--- config.mk ---
export PLATFORM = sky130hd
export DESIGN_NAME = readout_merge_arb
export DESIGN_NICKNAME = d
export VERILOG_FILES = /design/src/rtl/readout_merge_arb.sv
export SDC_FILE = /design/constraint.sdc
export NUM_CORES = 1
export LEC_CHECK = 0
export BUFFER_PORTS_ARGS = -buffer_cell sky130_fd_sc_hd__buf_2
export CORE_MARGIN = 2
export CORE_UTILIZATION = 37
export DETAILED_ROUTE_END_ITERATION = 16
export GPL_TIMING_DRIVEN = 1
export HOLD_SLACK_MARGIN = 0.08
export PLACE_DENSITY = 0.8
export SETUP_SLACK_MARGIN = 0.05
export SYNTH_ARGS = -nofsm -noshare
export SYNTH_HDL_FRONTEND = slang
export SYNTH_SLANG_ARGS = --single-unit
--- constraint.sdc ---
create_clock -name BUS_CLK -period 2.2 [get_ports BUS_CLK]
set_input_delay 0.44 -clock BUS_CLK [delete_from_list [all_inputs] [get_ports BUS_CLK]]
set_output_delay 0.44 -clock BUS_CLK [all_outputs]
set_load 0.05 [all_outputs]
--- src/rtl/readout_merge_arb.sv ---
// Merges CHANNELS first-word-fall-through FIFOs onto one valid/ready output stream using bursty grants.
// Optional per-channel transferred-word counters are built only when READOUT_ARB_WORD_COUNT_EN is defined.
module readout_merge_arb #(
    parameter int CHANNELS   = 4,
    parameter int DATA_WIDTH = 32,
    parameter int BURST_MAX  = 16
) (
    input  logic                           BUS_CLK,
    input  logic                           BUS_RST,
    input  logic [CHANNELS-1:0]            CH_EMPTY,
    input  logic [CHANNELS*DATA_WIDTH-1:0] CH_DATA,
    output logic [CHANNELS-1:0]            CH_READ,
    input  logic [CHANNELS-1:0]            CH_HOLD,
    input  logic [CHANNELS-1:0]            CH_ENABLE,
    input  logic                           MODE,
    output logic                           OUT_VALID,
    input  logic                           OUT_READY,
    output logic [DATA_WIDTH-1:0]          OUT_DATA,
    output logic [3:0]                     OUT_CHANNEL,
    output logic [CHANNELS*16-1:0]         WORD_COUNT,
    output logic                           dbg_state,
    output logic [7:0]                     dbg_bcnt
);

    localparam int         GW        = (CHANNELS > 1) ? $clog2(CHANNELS) : 1;
    localparam logic [7:0] BURST_LIM = 8'(BURST_MAX);

    typedef enum logic {
        ST_IDLE  = 1'b0,
        ST_BURST = 1'b1
    } state_t;

    state_t          state, state_nxt;
    logic [GW-1:0]   grant, grant_nxt;
    logic [GW-1:0]   last, last_nxt;
    logic [7:0]      bcnt, bcnt_nxt;

    logic [CHANNELS-1:0]   req;
    logic [CHANNELS-1:0]   gsel;
    logic                  req_g;
    logic                  hold_g;
    logic [DATA_WIDTH-1:0] sel_data;
    logic                  fp_found;
    logic [GW-1:0]         fp_pick;
    logic                  up_found;
    logic [GW-1:0]         up_pick;
    logic                  out_free;
    logic                  pop;

    assign req = ~CH_EMPTY & CH_ENABLE;

    // Grant decoded one-hot so the muxes never index with an oversized grant value.
    always_comb begin
        gsel     = '0;
        sel_data = '0;
        for (int i = 0; i < CHANNELS; i++) begin
            if (grant == GW'(i)) begin
                gsel[i]  = 1'b1;
                sel_data = CH_DATA[i*DATA_WIDTH +: DATA_WIDTH];
            end
        end
    end

    assign req_g  = |(req & gsel);
    assign hold_g = |(CH_HOLD & gsel);

    // Descending scan leaves the lowest matching index; the "above last" pick
    // falling back to the overall lowest gives round-robin with wrap to 0.
    always_comb begin
        fp_found = 1'b0;
        fp_pick  = '0;
        up_found = 1'b0;
        up_pick  = '0;
        for (int i = CHANNELS - 1; i >= 0; i--) begin
            if (req[i]) begin
                fp_found = 1'b1;
                fp_pick  = GW'(i);
            end
            if (req[i] && (GW'(i) > last)) begin
                up_found = 1'b1;
                up_pick  = GW'(i);
            end
        end
    end

    // Output handshake: a word transfers on a rising edge where OUT_VALID and
    // OUT_READY are both high; while OUT_VALID is high and OUT_READY low the
    // word and channel are held, and a new pop happens only into a free register.
    assign out_free = ~OUT_VALID | OUT_READY;

    always_comb begin
        state_nxt = state;
        grant_nxt = grant;
        last_nxt  = last;
        bcnt_nxt  = bcnt;
        pop       = 1'b0;
        case (state)
            ST_IDLE: begin
                if (fp_found) begin
                    grant_nxt = MODE ? fp_pick : (up_found ? up_pick : fp_pick);
                    bcnt_nxt  = 8'd0;
                    state_nxt = ST_BURST;
                end
            end
            ST_BURST: begin
                pop = out_free & req_g;
                if (pop && (bcnt != 8'hFF)) begin
                    bcnt_nxt = bcnt + 8'd1;
                end
                // Hold suspends the length limit; once hold drops an over-limit count exits at once.
                if (!req_g || (!hold_g && (bcnt_nxt >= BURST_LIM))) begin
                    state_nxt = ST_IDLE;
                    last_nxt  = grant;
                end
            end
            default: state_nxt = ST_IDLE;
        endcase
    end

    always_ff @(posedge BUS_CLK or posedge BUS_RST) begin
        if (BUS_RST) begin
            state <= ST_IDLE;
            grant <= '0;
            last  <= GW'(CHANNELS - 1);
            bcnt  <= 8'd0;
        end else begin
            state <= state_nxt;
            grant <= grant_nxt;
            last  <= last_nxt;
            bcnt  <= bcnt_nxt;
        end
    end

    assign CH_READ = BUS_RST ? '0 : (gsel & {CHANNELS{pop}});

    always_ff @(posedge BUS_CLK or posedge BUS_RST) begin
        if (BUS_RST) begin
            OUT_VALID   <= 1'b0;
            OUT_DATA    <= '0;
            OUT_CHANNEL <= 4'd0;
        end else if (out_free) begin
            OUT_VALID <= pop;
            if (pop) begin
                OUT_DATA    <= sel_data;
                OUT_CHANNEL <= 4'(grant);
            end
        end
    end

`ifdef READOUT_ARB_WORD_COUNT_EN
    for (genvar i = 0; i < CHANNELS; i++) begin : g_wcnt
        logic [15:0] cnt;
        always_ff @(posedge BUS_CLK or posedge BUS_RST) begin
            if (BUS_RST) begin
                cnt <= 16'd0;
            end else if (CH_READ[i] && (cnt != 16'hFFFF)) begin
                cnt <= cnt + 16'd1;
            end
        end
        assign WORD_COUNT[i*16 +: 16] = cnt;
    end
`else
    assign WORD_COUNT = '0;
`endif

    assign dbg_state = (state == ST_BURST);
    assign dbg_bcnt  = bcnt;

endmodule

==> summary.md, run 1 <==
| Metric | Value |
|---|---|
| Total power draw | approximately 6.1 mW |
| Critical path capture point type | output pin |
| Number of port buffers | 191 |
| RSZ-0062 raised after global routing | yes |
| Worst skew pair latency | ~0.3 ns |
| Largest family of logic cells by synthesized area | multiplexers |
| Cell Area, Placed | 0.00448 mm^2 |
| P per Cell Area | 1330 mW/mm^2 |
| Top cells by area, synth | dfrtp_1 (33%), mux4_2 (22%), buf_4 (14%) |
| Via-to-Cell Ratio | slightly below 5 |
| GR Util All Layers | between 10% and 20% |
| Deepest clock path buffer count | 2 |
| Clk sinks | between 40 and 50 |
| Synth area leader | dfrtp_1 |
| Synthesized cell area | 0.00347 mm^2 |
| FMAX | 454 MHz |
| Register area share after synthesis | 34.7% |
| Die X-Extent | 101 um |
| Hold crit path type | primary input to asynchronous set/reset pin |
| Violated checks | setup timing |
| Most frequent cell after synthesis | buf_4 |
| Hold-fix buffers, CTS | 0 |
| Top cell type's share of synthesized area | about a third |
| Adder-Cell Fraction of Synth Area | less than 1% |
| Async set or reset register ratio after synthesis | between 90% and 100% |
| Die area | approximately 0.01 mm^2 |
| Crit path kind | flip-flop to output pin |
| Setup WS post-layout | -0.00465 ns |
| Fin Clk Skew | around 0.0084 ns |
| Period utilization | 100% |
| Max Slew Vio Count | 0 |
| Final ANT Viol Nets | 0 |
| Synthesized flop and latch total | between 40 and 50 |
| Status | complete, but fails checks |
| Post-Synthesis Cells | approximately 290 |
| Wirelength per Cell | 15.4 um |
| Final number of hold-violating endpoints | 0 |
| Worst slew margin | 66.3% |
| Number of CTS-inserted buffers | 5 |
| Post-route cell area | 0.00463 mm^2 |
| Max VDD drop | between 0.8 and 0.9 mV |
| Sum of negative setup slack | -0.00465 ns |
| Simple-gate portion of the synthesized area | 8.00% |
| Setup Slack @ Placement | -0.134 ns |
| Startpoint Class | flip-flop |
| Num ports | about 260 |
| Post-synth top flop | dfrtp_1 |
| Yosys Warn Count | 0 |
| N_diodes | 0 |
| Mux cell area share after synthesis | around a third |
| Tmin final | ~2.2 ns |
| Leakage | ~2.3 nW |
| Worst-path clk slew | roughly 0.09 ns |
| DRC | 0 |
| Syn avg cell area | around 12 um^2 |
| Total gr overflow | 0 |
| Post-DP HPWL | 7600 um |
| H-tree levels | 2 |
| Vias | ~2900 |
| CP Max Fanout | 5 |
| Post-synth EDFFs | 0 |
| Compound-Gate Fraction of Synth Area | ~5.5% |
| Post-Route WL | slightly above 9000 um |
| Antenna violations before repair | 0 |
| Rows | 35 |
| Xor/xnor share of the synthesized area | 0.252% |
| Final core occ | between 50% and 60% |
| Proportion of layout cells with a drive suffix above 1 | approximately 63% |
| Post-synth top cells | buf_4 (66), dfrtp_1 (46), mux2_2 (34), mux4_2 (34), nand2_1 (13) |
| Total Nets Final | 630 |
| DRT Pass-1 Iters | 4 |
| WP data required | 1.76 ns |
| Yosys cell types | 43 |
| Core area | just over 0.009 mm^2 |
| Gp weighted congestion | 0.872 |
| Die height | around 100 um |
| Largest net degree at the start of global routing | 29 |
| Crit path arrival time | 1.76 ns |
| Max_cap viols | 0 |
| Initial Utilization | 37.9% |
| First-pass GRT wire length | 13900 um |
| Final Setup Violations | 1 |
| CTS tree | yes |
| Drt initial violations | between 80 and 90 |
| Root Driver | clkbuf_8 |
| Worst-Margin Slew | around 0.50 ns |
| Layout area overhead | 33.2% |
| Vias in the first global route | 2840 |
[routing by layer]
| layer | wire length [um] | global-route usage [%] | vias up |
|---|---|---|---|
| met5 | 0 | 0 | - |
| met2 | 4880 | 30.9 | 150 |
| met4 | 78 | 4.43 | 0 |
| met1 | 3570 | 22.5 | 1401 |
| li1 | - | - | 1328 |
| met3 | 676 | 3.40 | 7 |
[cells by family (layout without fill, tap and decap cells)]
kind of cell / Yosys count / count (layout)
buffers and inverters: 86 / 220
multiplexers: 71 / 71
AND/OR/NAND/NOR: 52 / 52
flip-flops: 48 / 48
AO/OA/AOI/OAI: 27 / 27
adder cells (fa/ha/maj): 1 / 1
other: 1 / 66
XOR/XNOR: 1 / 1
[final timing paths]
kind | startpoint | endpoint | depth (start not counted) | slack, ns
worst min-delay path | BUS_RST | OUT_DATA[30] | 2 | 0.25
worst max-delay path | grant[0] | CH_READ[3] | 4 | -0.005
min in group BUS_CLK | OUT_READY | OUT_VALID | 3 | 0.45
worst max register to register | grant[0] | last[0] | 6 | 0.07
worst min register to register | OUT_DATA[26] | OUT_DATA[26] | 1 | 0.51
max in group asynchronous | BUS_RST | last[1] | 3 | 1.36
[sequential cells by signal (all words and copies together), names as in the netlist]
name and flops:
OUT_CHANNEL 2, OUT_DATA 32, OUT_VALID 1, dbg_bcnt 8, dbg_state 1, grant 2, last 2
[power by group]
part / switching [mW] / internal, mW / total (mW)
clock: 0.291 / 0.251 / 0.543
combinational: 2.59 / 1.48 / 4.07
sequential: 0.240 / 1.30 / 1.54
[cells in the final DEF (no fill, tap or decap), types with 2 or more instances in the layout]
master,Yosys,layout
nor2b_4,0,3
dfstp_2,2,2
dfrtp_1,46,40
buf_4,66,14
clkbuf_8,0,6
nor4b_4,0,2
nor3_1,2,2
nand2_1,13,13
conb_1,1,66
buf_12,0,3
o21a_1,2,2
buf_2,5,187
dfrtp_2,0,6
nand2b_1,5,5
nand3_1,6,5
o31ai_1,2,2
nor2_1,8,8
a21oi_1,3,3
mux4_2,34,34
o41ai_1,2,2
inv_1,4,3
o22a_1,2,2
clkinv_2,0,2
buf_6,2,4
mux2_1,2,2
o21ai_0,7,7
or2_2,2,2
mux2_2,34,34
nand4_1,4,4
[area by class of cell]
type,instances,area [um^2]
fill,823,4530
inverter,4,15.0
timing repair buffer,208,1150
multi-input combinational,218,2020
tap,111,139
clock inverter,2,10.0
clock buffer,6,82.6
sequential,48,1210
[repair_timing]
| action | 4_1_cts | 5_1_grt |
|---|---|---|
| gates cloned | 0 | 0 |
| resized for setup | 9 | 0 |
| pin swaps | 5 | 1 |
| buffers inserted | 3 | 0 |
| setup endpoints to repair | 6 | 6 |
[through the flow]
stage	hold slack, ns	std cells
CTS	0.259	597
global placement	0.485	586
global route	0.297	597
finish	0.255	597
detailed placement	0.492	586
floorplan	0.637	352
[worst max-delay path, stage by stage, from the launching register on]
cell and delay (ns):
dfrtp_2 0.42, mux4_2 0.40, nand3_4 0.15, nor4bb_4 0.31
buf_6 0.19
No activity file was read; power rests on OpenSTA's default activity.
==> run 2: changes to the inputs <==
REMOVE_ABC_BUFFERS = 1   (was default)
==> summary.md, run 2 (synthesis results as in run 1) <==
| Metric | Value |
|---|---|
| Post-DP HPWL | 7100 um |
| Die area | roughly 0.010 mm^2 |
| Root Driver | clkbuf_8 |
| Setup Slack @ Placement | -0.170 ns |
| Wirelength per Cell | ~15 um |
| GR Util All Layers | approximately 16% |
| FMAX | 456 MHz |
| CTS tree | yes |
| Setup WS post-layout | around 0.0094 ns |
| Critical path capture point type | output pin |
| CP Capture Point | CH_READ[3] |
| N_diodes | 0 |
| Max_cap viols | 0 |
| Reg2reg setup slack | about 0.040 ns |
| Vias | roughly 2900 |
| Max reg flops | 32 |
| Period utilization | between 90% and 100% |
| Commonest non-fill, non-tap cell in the layout | buf_2 |
| Tmin final | approximately 2.2 ns |
| Critical path launch point | grant[0] |
| Die X-Extent | 101 um |
| Total gr overflow | 0 |
| Antenna violations before repair | 0 |
| Max Slew Vio Count | 0 |
| P per Cell Area | roughly 1300 mW/mm^2 |
| Leakage | roughly 2.3 nW |
| Num ports | approximately 260 |
| R2R cell count | 6 |
| Final Non-Filler Cells | roughly 600 |
| Number of port buffers | 191 |
| Status | completed |
| Worst-path clk slew | about 0.090 ns |
| DRC | 0 |
| Via-to-Cell Ratio | ~4.9 |
| Gp weighted congestion | 0.886 |
| Crit path arrival time | approximately 1.8 ns |
| R2r endpoint | last[0] |
| Final Setup Violations | 0 |
| Highest-count cells in the layout ignoring fill and taps | buf_2 (187), conb_1 (66), dfrtp_1 (44) |
| Max VDD drop | approximately 0.48 mV |
| Crit path kind | flip-flop to output pin |
| Total Nets Final | 630 |
| Proportion of layout cells with a drive suffix above 1 | 60.7% |
| Layout area overhead | 31.1% |
| Initial Utilization | about 38% |
| Die height | slightly above 100 um |
| CP Max Fanout | 6 |
| Drt initial violations | 80 |
| Post-Route WL | slightly below 9000 um |
| Largest net degree at the start of global routing | 41 |
| Worst skew pair latency | roughly 0.30 ns |
| Hold crit path type | primary input to flip-flop |
| H-tree levels | 2 |
| Startpoint Class | flip-flop |
| Final ANT Viol Nets | 0 |
| Deepest clock path buffer count | 2 |
| Worst r2r src | grant[0] |
| Final number of hold-violating endpoints | 0 |
| Core area | just over 0.009 mm^2 |
| Clk sinks | 48 |
| Fin Clk Skew | around 0.0076 ns |
| DRT Pass-1 Iters | 4 |
| Placed Cells | a little under 600 |
| First-pass GRT wire length | around 13000 um |
| RSZ-0062 raised after global routing | yes |
| Number of CTS-inserted buffers | 5 |
| Vias in the first global route | ~2900 |
| Rows | 35 |
| WP data required | 1.76 ns |
| Top reg by flops | OUT_DATA |
-- run 2: layout make-up --
class | count | area (um^2)
clock buffer | 6 | 72.6
inverter | 4 | 15.0
clock inverter | 2 | 35.0
sequential | 48 | 1210
multi-input combinational | 218 | 1950
fill | 833 | 4600
timing repair buffer | 208 | 1130
tap | 111 | 139
-- run 2: worst min-delay path by stage --
| stage | from | to | slack [ns] | depth (start not counted) |
|---|---|---|---|---|
| global placement | BUS_RST | OUT_VALID | 0.35 | 2 |
| CTS | MODE | grant[0] | 0.49 | 4 |
| floorplan | last[0] | last[0] | 0.64 | 1 |
| global route | MODE | grant[0] | 0.52 | 4 |
| finish | MODE | grant[0] | 0.50 | 3 |
| detailed placement | BUS_RST | dbg_bcnt[2] | 0.35 | 2 |
-- run 2: layer usage --
metal | global-route usage [%] | share of wire (%) | vias to the layer above | wire length, um
met3 | 3.05 | 8.0 | 17 | 702
li1 | - | - | 1329 | -
met2 | 31.3 | 54 | 154 | 4740
met5 | 0 | 0 | - | 0
met4 | 5.69 | 1.7 | 0 | 148
met1 | 16.6 | 36 | 1409 | 3150
-- run 2: power by group --
| part | internal (mW) | switching, mW |
|---|---|---|
| sequential | 1.29 | 0.229 |
| combinational | 1.46 | 2.52 |
| clock | 0.338 | 0.289 |
| total | 3.09 | 3.03 |
-- run 2: repair_timing --
action                                  in CTS  in global routing
setup buffers                                1                  1
hold buffers                                 1                  0
gates resized for setup                      6                  2
pin swaps                                    4                  1
hold endpoints to repair                     3                  0
endpoints found under the setup margin       4                  6
-- run 2: worst max-delay path, cell delays in order (launching register included) --
cell      delay, ns
dfrtp_2        0.43
mux4_2         0.38
nand3_4        0.11
nor4bb_2       0.29
buf_4          0.24
-- run 2: per-stage QoR --
stage | hold slack (ns) | area (um^2) | power (mW) | util [%] | setup TNS [ns]
after CTS | 0.488 | 4530 | 6.18 | 49.5 | -0.0728
after global routing | 0.520 | 4550 | 6.46 | 49.7 | -0.239
after detailed placement | 0.355 | 4380 | 5.50 | 47.9 | -1.44
after floorplan | 0.637 | 3140 | 4.51 | - | -79.40
after global placement | 0.350 | 4380 | 5.41 | 47.9 | -0.192
final | 0.496 | 4550 | 6.13 | 49.7 | 0
